### src/rtl/wb_commit_unit.sv
// Writeback/commit stage: selects the writeback value, updates the GPR file and the M-mode CSR
// subset, raises ecall/mret redirects and publishes a registered commit record with instret.
module wb_commit_unit #(
   parameter logic [31:0] RESET_MSTATUS = 32'h0000_1800,
   parameter logic [31:0] ECALL_CAUSE   = 32'd11
) (
   input  logic        clk,
   input  logic        rst,
   input  logic        wb_i_reg_wen,
   input  logic [4:0]  wb_i_rd,
   input  logic [11:0] wb_i_csr_rd,
   input  logic [2:0]  wb_i_csr_sel,
   input  logic [1:0]  wb_i_valD_sel,
   input  logic [31:0] wb_i_valE,
   input  logic [31:0] wb_i_valM,
   input  logic [31:0] wb_i_pc,
   input  logic [31:0] wb_i_instr,
   input  logic        wb_i_commit,
   input  logic [31:0] wb_i_pre_pc,
   input  logic [4:0]  dec_i_rs1,
   input  logic [4:0]  dec_i_rs2,
   output logic [31:0] dec_o_rdata1,
   output logic [31:0] dec_o_rdata2,
   input  logic [11:0] dec_i_csr_raddr,
   output logic [31:0] dec_o_csr_rdata,
   output logic [31:0] wb_o_valD,
   output logic        wb_o_redirect,
   output logic [31:0] wb_o_redirect_pc,
   output logic        cmt_o_valid,
   output logic [31:0] cmt_o_pc,
   output logic [31:0] cmt_o_instr,
   output logic [31:0] cmt_o_next_pc,
   output logic [63:0] cmt_o_instret
);

   localparam logic [11:0] CSR_MSTATUS = 12'h300;
   localparam logic [11:0] CSR_MTVEC   = 12'h305;
   localparam logic [11:0] CSR_MEPC    = 12'h341;
   localparam logic [11:0] CSR_MCAUSE  = 12'h342;

   localparam logic [2:0] SEL_CSRRW = 3'd1;
   localparam logic [2:0] SEL_CSRRS = 3'd2;
   localparam logic [2:0] SEL_CSRRC = 3'd3;
   localparam logic [2:0] SEL_ECALL = 3'd4;
   localparam logic [2:0] SEL_MRET  = 3'd5;

   // There is no backpressure: wb_i_commit is the sole valid qualifier for the W bundle. When it
   // is low every other wb_i_* field is ignored for state updates; nothing is ever stalled here.

   logic [31:0] gpr [32];
   logic [31:0] mstatus, mtvec, mepc, mcause;
   logic [31:0] mstatus_nxt, mtvec_nxt, mepc_nxt, mcause_nxt;
   logic [31:0] csr_old, csr_wdata;
   logic        csr_op, is_ecall, is_mret, gpr_we;

   function automatic logic [31:0] csr_lookup(input logic [11:0] addr,
                                              input logic [31:0] v_mstatus,
                                              input logic [31:0] v_mtvec,
                                              input logic [31:0] v_mepc,
                                              input logic [31:0] v_mcause);
      logic [31:0] r;
      r = 32'd0;
      case (addr)
         CSR_MSTATUS: r = v_mstatus;
         CSR_MTVEC:   r = v_mtvec;
         CSR_MEPC:    r = v_mepc;
         CSR_MCAUSE:  r = v_mcause;
         default:     r = 32'd0;
      endcase
      return r;
   endfunction

   assign is_ecall = wb_i_commit && (wb_i_csr_sel == SEL_ECALL);
   assign is_mret  = wb_i_commit && (wb_i_csr_sel == SEL_MRET);
   assign csr_op   = wb_i_commit && (wb_i_csr_sel == SEL_CSRRW || wb_i_csr_sel == SEL_CSRRS ||
                                     wb_i_csr_sel == SEL_CSRRC);
   assign gpr_we   = wb_i_commit && wb_i_reg_wen && (wb_i_rd != 5'd0);

   assign csr_old = csr_lookup(wb_i_csr_rd, mstatus, mtvec, mepc, mcause);

   always_comb begin
      csr_wdata = wb_i_valE;
      case (wb_i_csr_sel)
         SEL_CSRRS: csr_wdata = csr_old | wb_i_valE;
         SEL_CSRRC: csr_wdata = csr_old & ~wb_i_valE;
         default:   csr_wdata = wb_i_valE;
      endcase
   end

   // Next-state CSR values already include the commit gate, so they double as the
   // decode-side write-through view.
   always_comb begin
      mstatus_nxt = mstatus;
      mtvec_nxt   = mtvec;
      mepc_nxt    = mepc;
      mcause_nxt  = mcause;
      if (csr_op) begin
         case (wb_i_csr_rd)
            CSR_MSTATUS: mstatus_nxt = csr_wdata;
            CSR_MTVEC:   mtvec_nxt   = csr_wdata;
            CSR_MEPC:    mepc_nxt    = csr_wdata;
            CSR_MCAUSE:  mcause_nxt  = csr_wdata;
            default:     ;
         endcase
      end
      if (is_ecall) begin
         mepc_nxt           = wb_i_pc;
         mcause_nxt         = ECALL_CAUSE;
         mstatus_nxt[7]     = mstatus[3];
         mstatus_nxt[3]     = 1'b0;
         mstatus_nxt[12:11] = 2'b11;
      end
      if (is_mret) begin
         mstatus_nxt[3]     = mstatus[7];
         mstatus_nxt[7]     = 1'b1;
         mstatus_nxt[12:11] = 2'b11;
      end
   end

   assign dec_o_csr_rdata = csr_lookup(dec_i_csr_raddr, mstatus_nxt, mtvec_nxt, mepc_nxt,
                                       mcause_nxt);

   always_comb begin
      wb_o_valD = wb_i_valE;
      case (wb_i_valD_sel)
         2'd0: wb_o_valD = wb_i_valE;
         2'd1: wb_o_valD = wb_i_valM;
         2'd2: wb_o_valD = wb_i_pc + 32'd4;
         2'd3: wb_o_valD = csr_old;
         default: wb_o_valD = wb_i_valE;
      endcase
   end

   always_comb begin
      wb_o_redirect    = is_ecall || is_mret;
      wb_o_redirect_pc = 32'd0;
      if (is_ecall) begin
         wb_o_redirect_pc = mtvec;
      end else if (is_mret) begin
         wb_o_redirect_pc = mepc;
      end
   end

   always_comb begin
      dec_o_rdata1 = gpr[dec_i_rs1];
      if (dec_i_rs1 == 5'd0) begin
         dec_o_rdata1 = 32'd0;
      end else if (gpr_we && dec_i_rs1 == wb_i_rd) begin
         dec_o_rdata1 = wb_o_valD;
      end
   end

   always_comb begin
      dec_o_rdata2 = gpr[dec_i_rs2];
      if (dec_i_rs2 == 5'd0) begin
         dec_o_rdata2 = 32'd0;
      end else if (gpr_we && dec_i_rs2 == wb_i_rd) begin
         dec_o_rdata2 = wb_o_valD;
      end
   end

   always_ff @(posedge clk) begin
      if (rst) begin
         for (int i = 0; i < 32; i++) begin
            gpr[i] <= 32'd0;
         end
      end else if (gpr_we) begin
         gpr[wb_i_rd] <= wb_o_valD;
      end
   end

   always_ff @(posedge clk) begin
      if (rst) begin
         mstatus <= RESET_MSTATUS;
         mtvec   <= 32'd0;
         mepc    <= 32'd0;
         mcause  <= 32'd0;
      end else begin
         mstatus <= mstatus_nxt;
         mtvec   <= mtvec_nxt;
         mepc    <= mepc_nxt;
         mcause  <= mcause_nxt;
      end
   end

   // Commit record: pc/instr/next_pc hold their last committed values across bubbles.
   always_ff @(posedge clk) begin
      if (rst) begin
         cmt_o_valid   <= 1'b0;
         cmt_o_pc      <= 32'd0;
         cmt_o_instr   <= 32'd0;
         cmt_o_next_pc <= 32'd0;
         cmt_o_instret <= 64'd0;
      end else if (wb_i_commit) begin
         cmt_o_valid   <= 1'b1;
         cmt_o_pc      <= wb_i_pc;
         cmt_o_instr   <= wb_i_instr;
         cmt_o_next_pc <= wb_o_redirect ? wb_o_redirect_pc : wb_i_pre_pc;
         cmt_o_instret <= cmt_o_instret + 64'd1;
      end else begin
         cmt_o_valid   <= 1'b0;
      end
   end

endmodule

### config.mk
export PLATFORM = sky130hd
export DESIGN_NAME = wb_commit_unit
export DESIGN_NICKNAME = d
export VERILOG_FILES = /design/src/rtl/wb_commit_unit.sv
export SDC_FILE = /design/constraint.sdc
export NUM_CORES = 2
export LEC_CHECK = 0
export BUFFER_PORTS_ARGS = -buffer_cell sky130_fd_sc_hd__buf_4
export CAP_MARGIN = 0
export CORE_ASPECT_RATIO = 0.6
export CORE_MARGIN = 2
export CORE_UTILIZATION = 25
export DETAILED_ROUTE_END_ITERATION = 10
export GPL_TIMING_DRIVEN = 0
export PLACE_DENSITY_LB_ADDON = 0.25
export SYNTH_ARGS = -nofsm -noshare
export SYNTH_HDL_FRONTEND = slang
export SYNTH_SLANG_ARGS = --single-unit
### constraint.sdc
create_clock -name clk -period 6.7 [get_ports clk]
set_clock_uncertainty 0.1 [all_clocks]
set_input_delay 2.01 -clock clk [delete_from_list [all_inputs] [get_ports clk]]
set_output_delay 2.01 -clock clk [all_outputs]
set_load 0.02 [all_outputs]
Word-level counts from Yosys, hierarchy flattened
Memory sizes are Yosys's and may differ from the RTL's.
Index checks and enable logic that the tools add are counted.
{ "classes": {"addsub": 2, "eq_ne": 18, "n_mux": 36, "n_bitwise": 3, "n_reduce_logical": 15} }
{ "op_table": {"columns": ["operator", "n"], "rows": [
  ["2-to-1 mux 32 bit", 18],
  ["case mux 32 bit (4 select lines)", 3],
  ["== test 12 x 10 -> 1 bit, second input constant", 8],
  ["adder 64 x 1 -> 64 bit, second input constant", 1],
  ["case mux 32 bit (2 select lines)", 1],
  ["adder 32 x 3 -> 32 bit, second input constant", 1],
  ["bitwise AND 32 bit", 1],
  ["inverter 32 bit", 1],
  ["bitwise OR 32 bit", 1],
  ["OR reduction 32 bit", 1],
  ["2-to-1 mux 1 bit", 11],
  ["== test 5 bit", 2],
  ["logical NOT 5 bit", 2],
  ["logical AND 1 bit", 7],
  ["== test 3 x 2 -> 1 bit, second input constant", 2],
  ["== test 3 bit, second input constant", 2],
  ["2-to-1 mux 5 bit", 1],
  ["nonzero test 5 bit", 1],
  ["== test 2 bit, second input constant", 2],
  ["2-to-1 mux 2 bit", 2],
  ["== test 3 x 1 -> 1 bit, second input constant", 1],
  ["logical OR 1 bit", 3],
  ["== test 2 x 1 -> 1 bit, second input constant", 1],
  ["logical NOT 2 bit", 1]
]} }
{ "word_totals": {"regBits": 289, "ramBits": 1024, "inputBits": 208, "out_inout_bits": 322, "wordCells": 84, "memories": 1} }
{ "memory_table": {"columns": ["memory", "words", "width", "read_ports", "rd_ports_with_merged_regs", "wr", "line_no", "text"], "rows": [
  ["gpr", 32, 32, 2, 0, 32, "50", "logic [31:0] gpr [32];"]
]} }

Longest topological paths before layout
{ "logic_depth": {"word_depth": 9, "mapped_depth": 11, "depth_no_buf": 7} }

Worst setup path before layout
Ideal clock, no wire load.
{ "synth_timing": {"path_type": "input to output", "start": "input port dec_i_rs2[0]", "end": "output port dec_o_rdata2[12]", "arrival_ps": 4443, "required_time_ps": 4590, "path_slack_ps": 147, "path_stages": 7, "path_buffers": 3, "path_cell_list": "clkbuf_1 clkbuf_1 buf_1 mux4_2 mux4_2 a32oi_1 o21ai_0"} }
{ "synth_via": {"elab_chain_len": 4, "word_cells_on_any_way": 6, "classes_between": "1 x eq/ne; 2 x mux; 2 x reduce/logical; 1 x memory"} }
{ "synth_lines": {"columns": ["element", "line_no", "text"], "rows": [
  ["start, declared", "21", "input logic [4:0] dec_i_rs2,"],
  ["branches (longest 3 deep; another with memory read (32 x 32 bit))", null, null],
  ["2-to-1 mux 32 bit (*)", "155", "if (dec_i_rs2 == 5'd0) begin"],
  ["end, declared", "23", "output logic [31:0] dec_o_rdata2,"]
]} }
Mark *: on every way between the ends.

Worst setup path in the final report
{ "layout_timing": {"start": "input port wb_i_csr_rd[3]", "end": "output port dec_o_rdata2[15]"} }
{ "layout_via": {"elab_chain_len": 5, "word_cells_on_any_way": 8, "classes_between": "4 x eq/ne; 4 x mux"} }
{ "layout_lines": {"columns": ["element", "line_no", "text"], "rows": [
  ["start, declared", "11", "input logic [11:0] wb_i_csr_rd,"],
  ["== test 12 x 10 -> 1 bit", "63", "case (addr)"],
  ["case mux 32 bit (4 select lines) (*)", "63", null],
  ["case mux 32 bit (4 select lines) (*)", "125", "case (wb_i_valD_sel)"],
  ["2-to-1 mux 32 bit (*)", "157", "end else if (gpr_we && dec_i_rs2 == wb_i_rd) begin"],
  ["2-to-1 mux 32 bit (*)", "155", null]
]} }
Mark *: on every way between the ends. The rest lies on a longest branch, timed or not.

==> results.md <==
- The flow ran to the end, but the final reports show violations.
- The checks that failed: max-capacitance violations, max-slew violations, negative setup slack.
- The reported leakage power is 31.2 nW.
- Dividing the detail-routed wire length by the instance count gives 36.3 um.
- The number of rows created at floorplan is 148.
- The net count reported at finish is 6651.
- STA puts the critical path data required time at 4590 ps.
- The area share of the leading cell type in the synthesized netlist is 45.0%.
- The maximum achievable frequency is 0.144 GHz.
- The mean instance size in the synthesized netlist is 12.5 um^2.
- The count of boundary I/O pins is 530.
- The number of global-route vias before repair is 53900.
- The chip height is 409 um.
- The worst max-slew margin expressed relative to the limit is -1.62%.
- After routing, the total negative slack on setup checks comes to -6440 ps.
- The overflow left after global routing is 0.
- The transition time at the pin with the least slew margin is 1520 ps.
- The worst supply voltage drop on vdd is 0.215 mV.
- The signal on the critical path passes through buf_8 > or4_4 > buf_6 > nor3_4 > buf_12 > buf_12 > buf_12 > buf_12 > a221oi_4 > a21oi_2 > a21oi_2 > buf_12 > o211ai_1 > buf_4.
- Max-cap violations in this run came to 2.
- Global routing used 13.1% of the available met3 tracks.
- The total power density per cell area is 242 nW/um^2.
- The minimum setup slack after placement is -2620 ps.
- The sum of net half-perimeters after detailed placement is 280 mm.
- The proportion of synthesized flip-flops having asynchronous set or reset is 0%.
- The leading area contributor after synthesis is sky130_fd_sc_hd__edfxtp_1.
- After synthesis the netlist holds a flip-flop and latch count of 1313.
- In this run the cell area measured after placement is 78200 um^2.
- The synthesized design contains 1024 enable-type register cells.
- Wires add up to 369 mm.
- The critical path launch point type is an input pin.
- The most utilized layer in the global route result is met1.
- Fill cells in the final layout number 27000.
- The number of distinct library cells after synthesis is 94.
- The total global-route track usage is 25.6%.
- The critical path is of the in2out type.
- The largest stage delay on the critical path is 590 ps.
- At the end of routability-driven placement, the weighted congestion stood at 1.07.
- The CTS tree is done.
- The number of clock buffers added by TritonCTS is 151.
- After layout, the worst setup slack is -233 ps.
- In this run the horizontal extent of the chip is 679 um.
- The latest clock arrival within the worst-skew pair is 840 ps.
- The post-route DRC violation count is 0.
- The area of the die is 278000 um^2.
- In the layout the commonest cells are sky130_fd_sc_hd__nor2_1 (1317), sky130_fd_sc_hd__edfxtp_1 (1024), sky130_fd_sc_hd__buf_4 (642), sky130_fd_sc_hd__mux4_2 (603), sky130_fd_sc_hd__dfxtp_1 (289).
- The final non-filler cell total is 10200.
- In this run the clock root is driven by a sky130_fd_sc_hd__clkbuf_16.
- The maximum clock path buffer count is 4.
- After synthesis, the cell types taking the most area are sky130_fd_sc_hd__edfxtp_1 (45%), sky130_fd_sc_hd__mux4_2 (20%), sky130_fd_sc_hd__dfxtp_1 (8.5%).
- The dominant delay contributor by cell family on the critical path is buffers and inverters.
- Dividing the final minimum period by the clock period gives 103%.
- The max-slew violation count came to 11.
- For this run, the leading register cell type out of synthesis is sky130_fd_sc_hd__edfxtp_1.
- The number of buffer and inverter instances along the worst setup path is 8.
- The largest net degree at the start of global routing is 28.
- Using the TritonRoute via totals, the vias-per-cell ratio works out to 5.78.
- The final design utilization is 32.8%.
- For this design, the CTS-stage hold fixing added 0 buffers.
- The global-route wire length before repair is 485 mm.
- The met1 track demand over resource is 37.5%.
- The arrival time at the worst endpoint is 4820 ps.
- The clock-pin transition on the worst setup and hold timing paths is 60 ps.
- The number of warnings issued by yosys is 0.
- For this run, the detailed router's first-pass iteration total came to 7.
- After layout, the minimum clock period comes to 6930 ps.
- Of the cells placed in the final design, the portion with a size suffix greater than 1 is 34.1%.
- The final route contains 58700 vias.
- The area of the core region is 272000 um^2.
- The initial antenna violation count is 22.
- With fillers left out, the area of the finished cells amounts to 89000 um^2.
- The cell count after placement is 9681.
- The most common cell after layout, fill and taps aside is sky130_fd_sc_hd__nor2_1.
- Setup repair after global routing could not meet its margin everywhere.
- The highest-delay cell along the critical path is sky130_fd_sc_hd__or4_4.
- The final hold violation count was 0.
- Along the worst path, the maximum fanout reaches 5.
- The residual antenna-violating net count after detailed routing is 0.
- The first-iteration detailed-routing DRC count is 10200.
- Of the synthesized area, sequential elements account for 53.4%.
- The final total power is 21.6 mW.
- The category of the worst setup path capture point is an output port.
- The clock drives 1313 sinks.
- The worst hold margin is 376 ps.
- The number of buffer cells added on primary ports is 513.
- The cell that appears most often on the critical path is sky130_fd_sc_hd__buf_12.
- The effective utilization at floorplan is 25.2%.
- The depth of the CTS H-tree is 4.
- The worst min-delay path category is reg2reg.
- The gate count of the mapped netlist is 5477.
- The signed area change from the synthesized netlist to the final layout is 30.1%.
- The cell area after synthesis is 68400 um^2.
- Setup violations remaining at the end of the flow were counted as 78.
- The fraction of met2 tracks used by global routing is 31.5%.
final timing paths:
check,startpoint,to,slack (ps),cells after the start
worst max register to register,mcause[4]$_SDFF_PP0_,mepc[4]$_SDFF_PP0_,1590,33
worst min-delay path,cmt_o_next_pc[25]$_SDFFE_PP0P_,cmt_o_next_pc[25]$_SDFFE_PP0P_,380,2
worst min register to register,cmt_o_next_pc[25]$_SDFFE_PP0P_,cmt_o_next_pc[25]$_SDFFE_PP0P_,380,2
worst max-delay path,wb_i_csr_rd[3],dec_o_rdata2[15],-230,14
final cells by class:
cell class | count | area [um^2] | share of cell area (%)
buffer | 529 | 3800 | 4.27
sequential | 1313 | 36500 | 41.1
antenna | 11 | 27.5 | 0.0309
inverter | 68 | 270 | 0.304
multi-input combinational | 3581 | 31800 | 35.8
clock inverter | 83 | 637 | 0.716
timing repair buffer | 797 | 7410 | 8.33
tap | 3600 | 4500 | 5.06
clock buffer | 180 | 3970 | 4.46
sequential cells by signal, summed over array words and instances (netlist names):
register,cells
cmt_o_instret,64
mstatus,32
gpr,1024
cmt_o_valid,1
cmt_o_pc,32
mcause,32
mepc,32
cmt_o_next_pc,32
cmt_o_instr,32
mtvec,32
per-layer routing:
metal  vias up  routed length (um)
met2      4647              137000
met3       541               63400
met4         6               12600
met5         -                 130
li1      22800                   -
met1     30700              156000
kinds of logic (layout without fill, tap and decap cells):
kind of cell | count (synthesis) | after routing | share of synthesized area [%]
AO/OA/AOI/OAI | 689 | 689 | 7.18
adder cells (fa/ha/maj) | 2 | 2 | 0.0366
buffers and inverters | 614 | 1657 | 3.54
other | 1 | 43 | 0.00548
XOR/XNOR | 87 | 87 | 1.11
flip-flops | 1313 | 1313 | 53.4
multiplexers | 721 | 721 | 21.6
AND/OR/NAND/NOR | 2050 | 2050 | 13.1
what timing repair did:
item,in CTS,in global routing
setup endpoints to repair,148,123
buffers inserted,153,71
gates resized for setup,962,256
pin swaps,97,85
cloned,3,0
report_power, final:
group / internal [mW] / switching [mW] / leakage (nW)
Clock: 4.51 / 3.77 / 2.27
Sequential: 9.14 / 0.209 / 12.1
Combinational: 1.45 / 2.49 / 16.8
Total: 15.1 / 6.47 / 31.2
worst reg2reg max path: cells and delay by family, from the launching register on:
kind,cells,cell delay (ps)
buffers and inverters,27,3320
AOI/OAI and AO/OA,3,710
and+or+nand+nor,3,510
DFF,1,330
synth_stat cells, drive strengths merged, types with 25 or more instances:
library cell,instances
mux4,603
a221oi,41
xnor2,33
nor3,47
o21ai,100
a22o,28
mux2i,115
xor2,54
nand2,275
a211oi,49
and4,34
nand3,64
a2111oi,31
dfxtp,289
nand4,70
a21oi,156
inv,68
a22oi,77
and3,31
nor2,1329
clkbuf,411
a32oi,25
edfxtp,1024
o211ai,25
buf,135
nand2b,69
(Power assumes the default switching activity.)
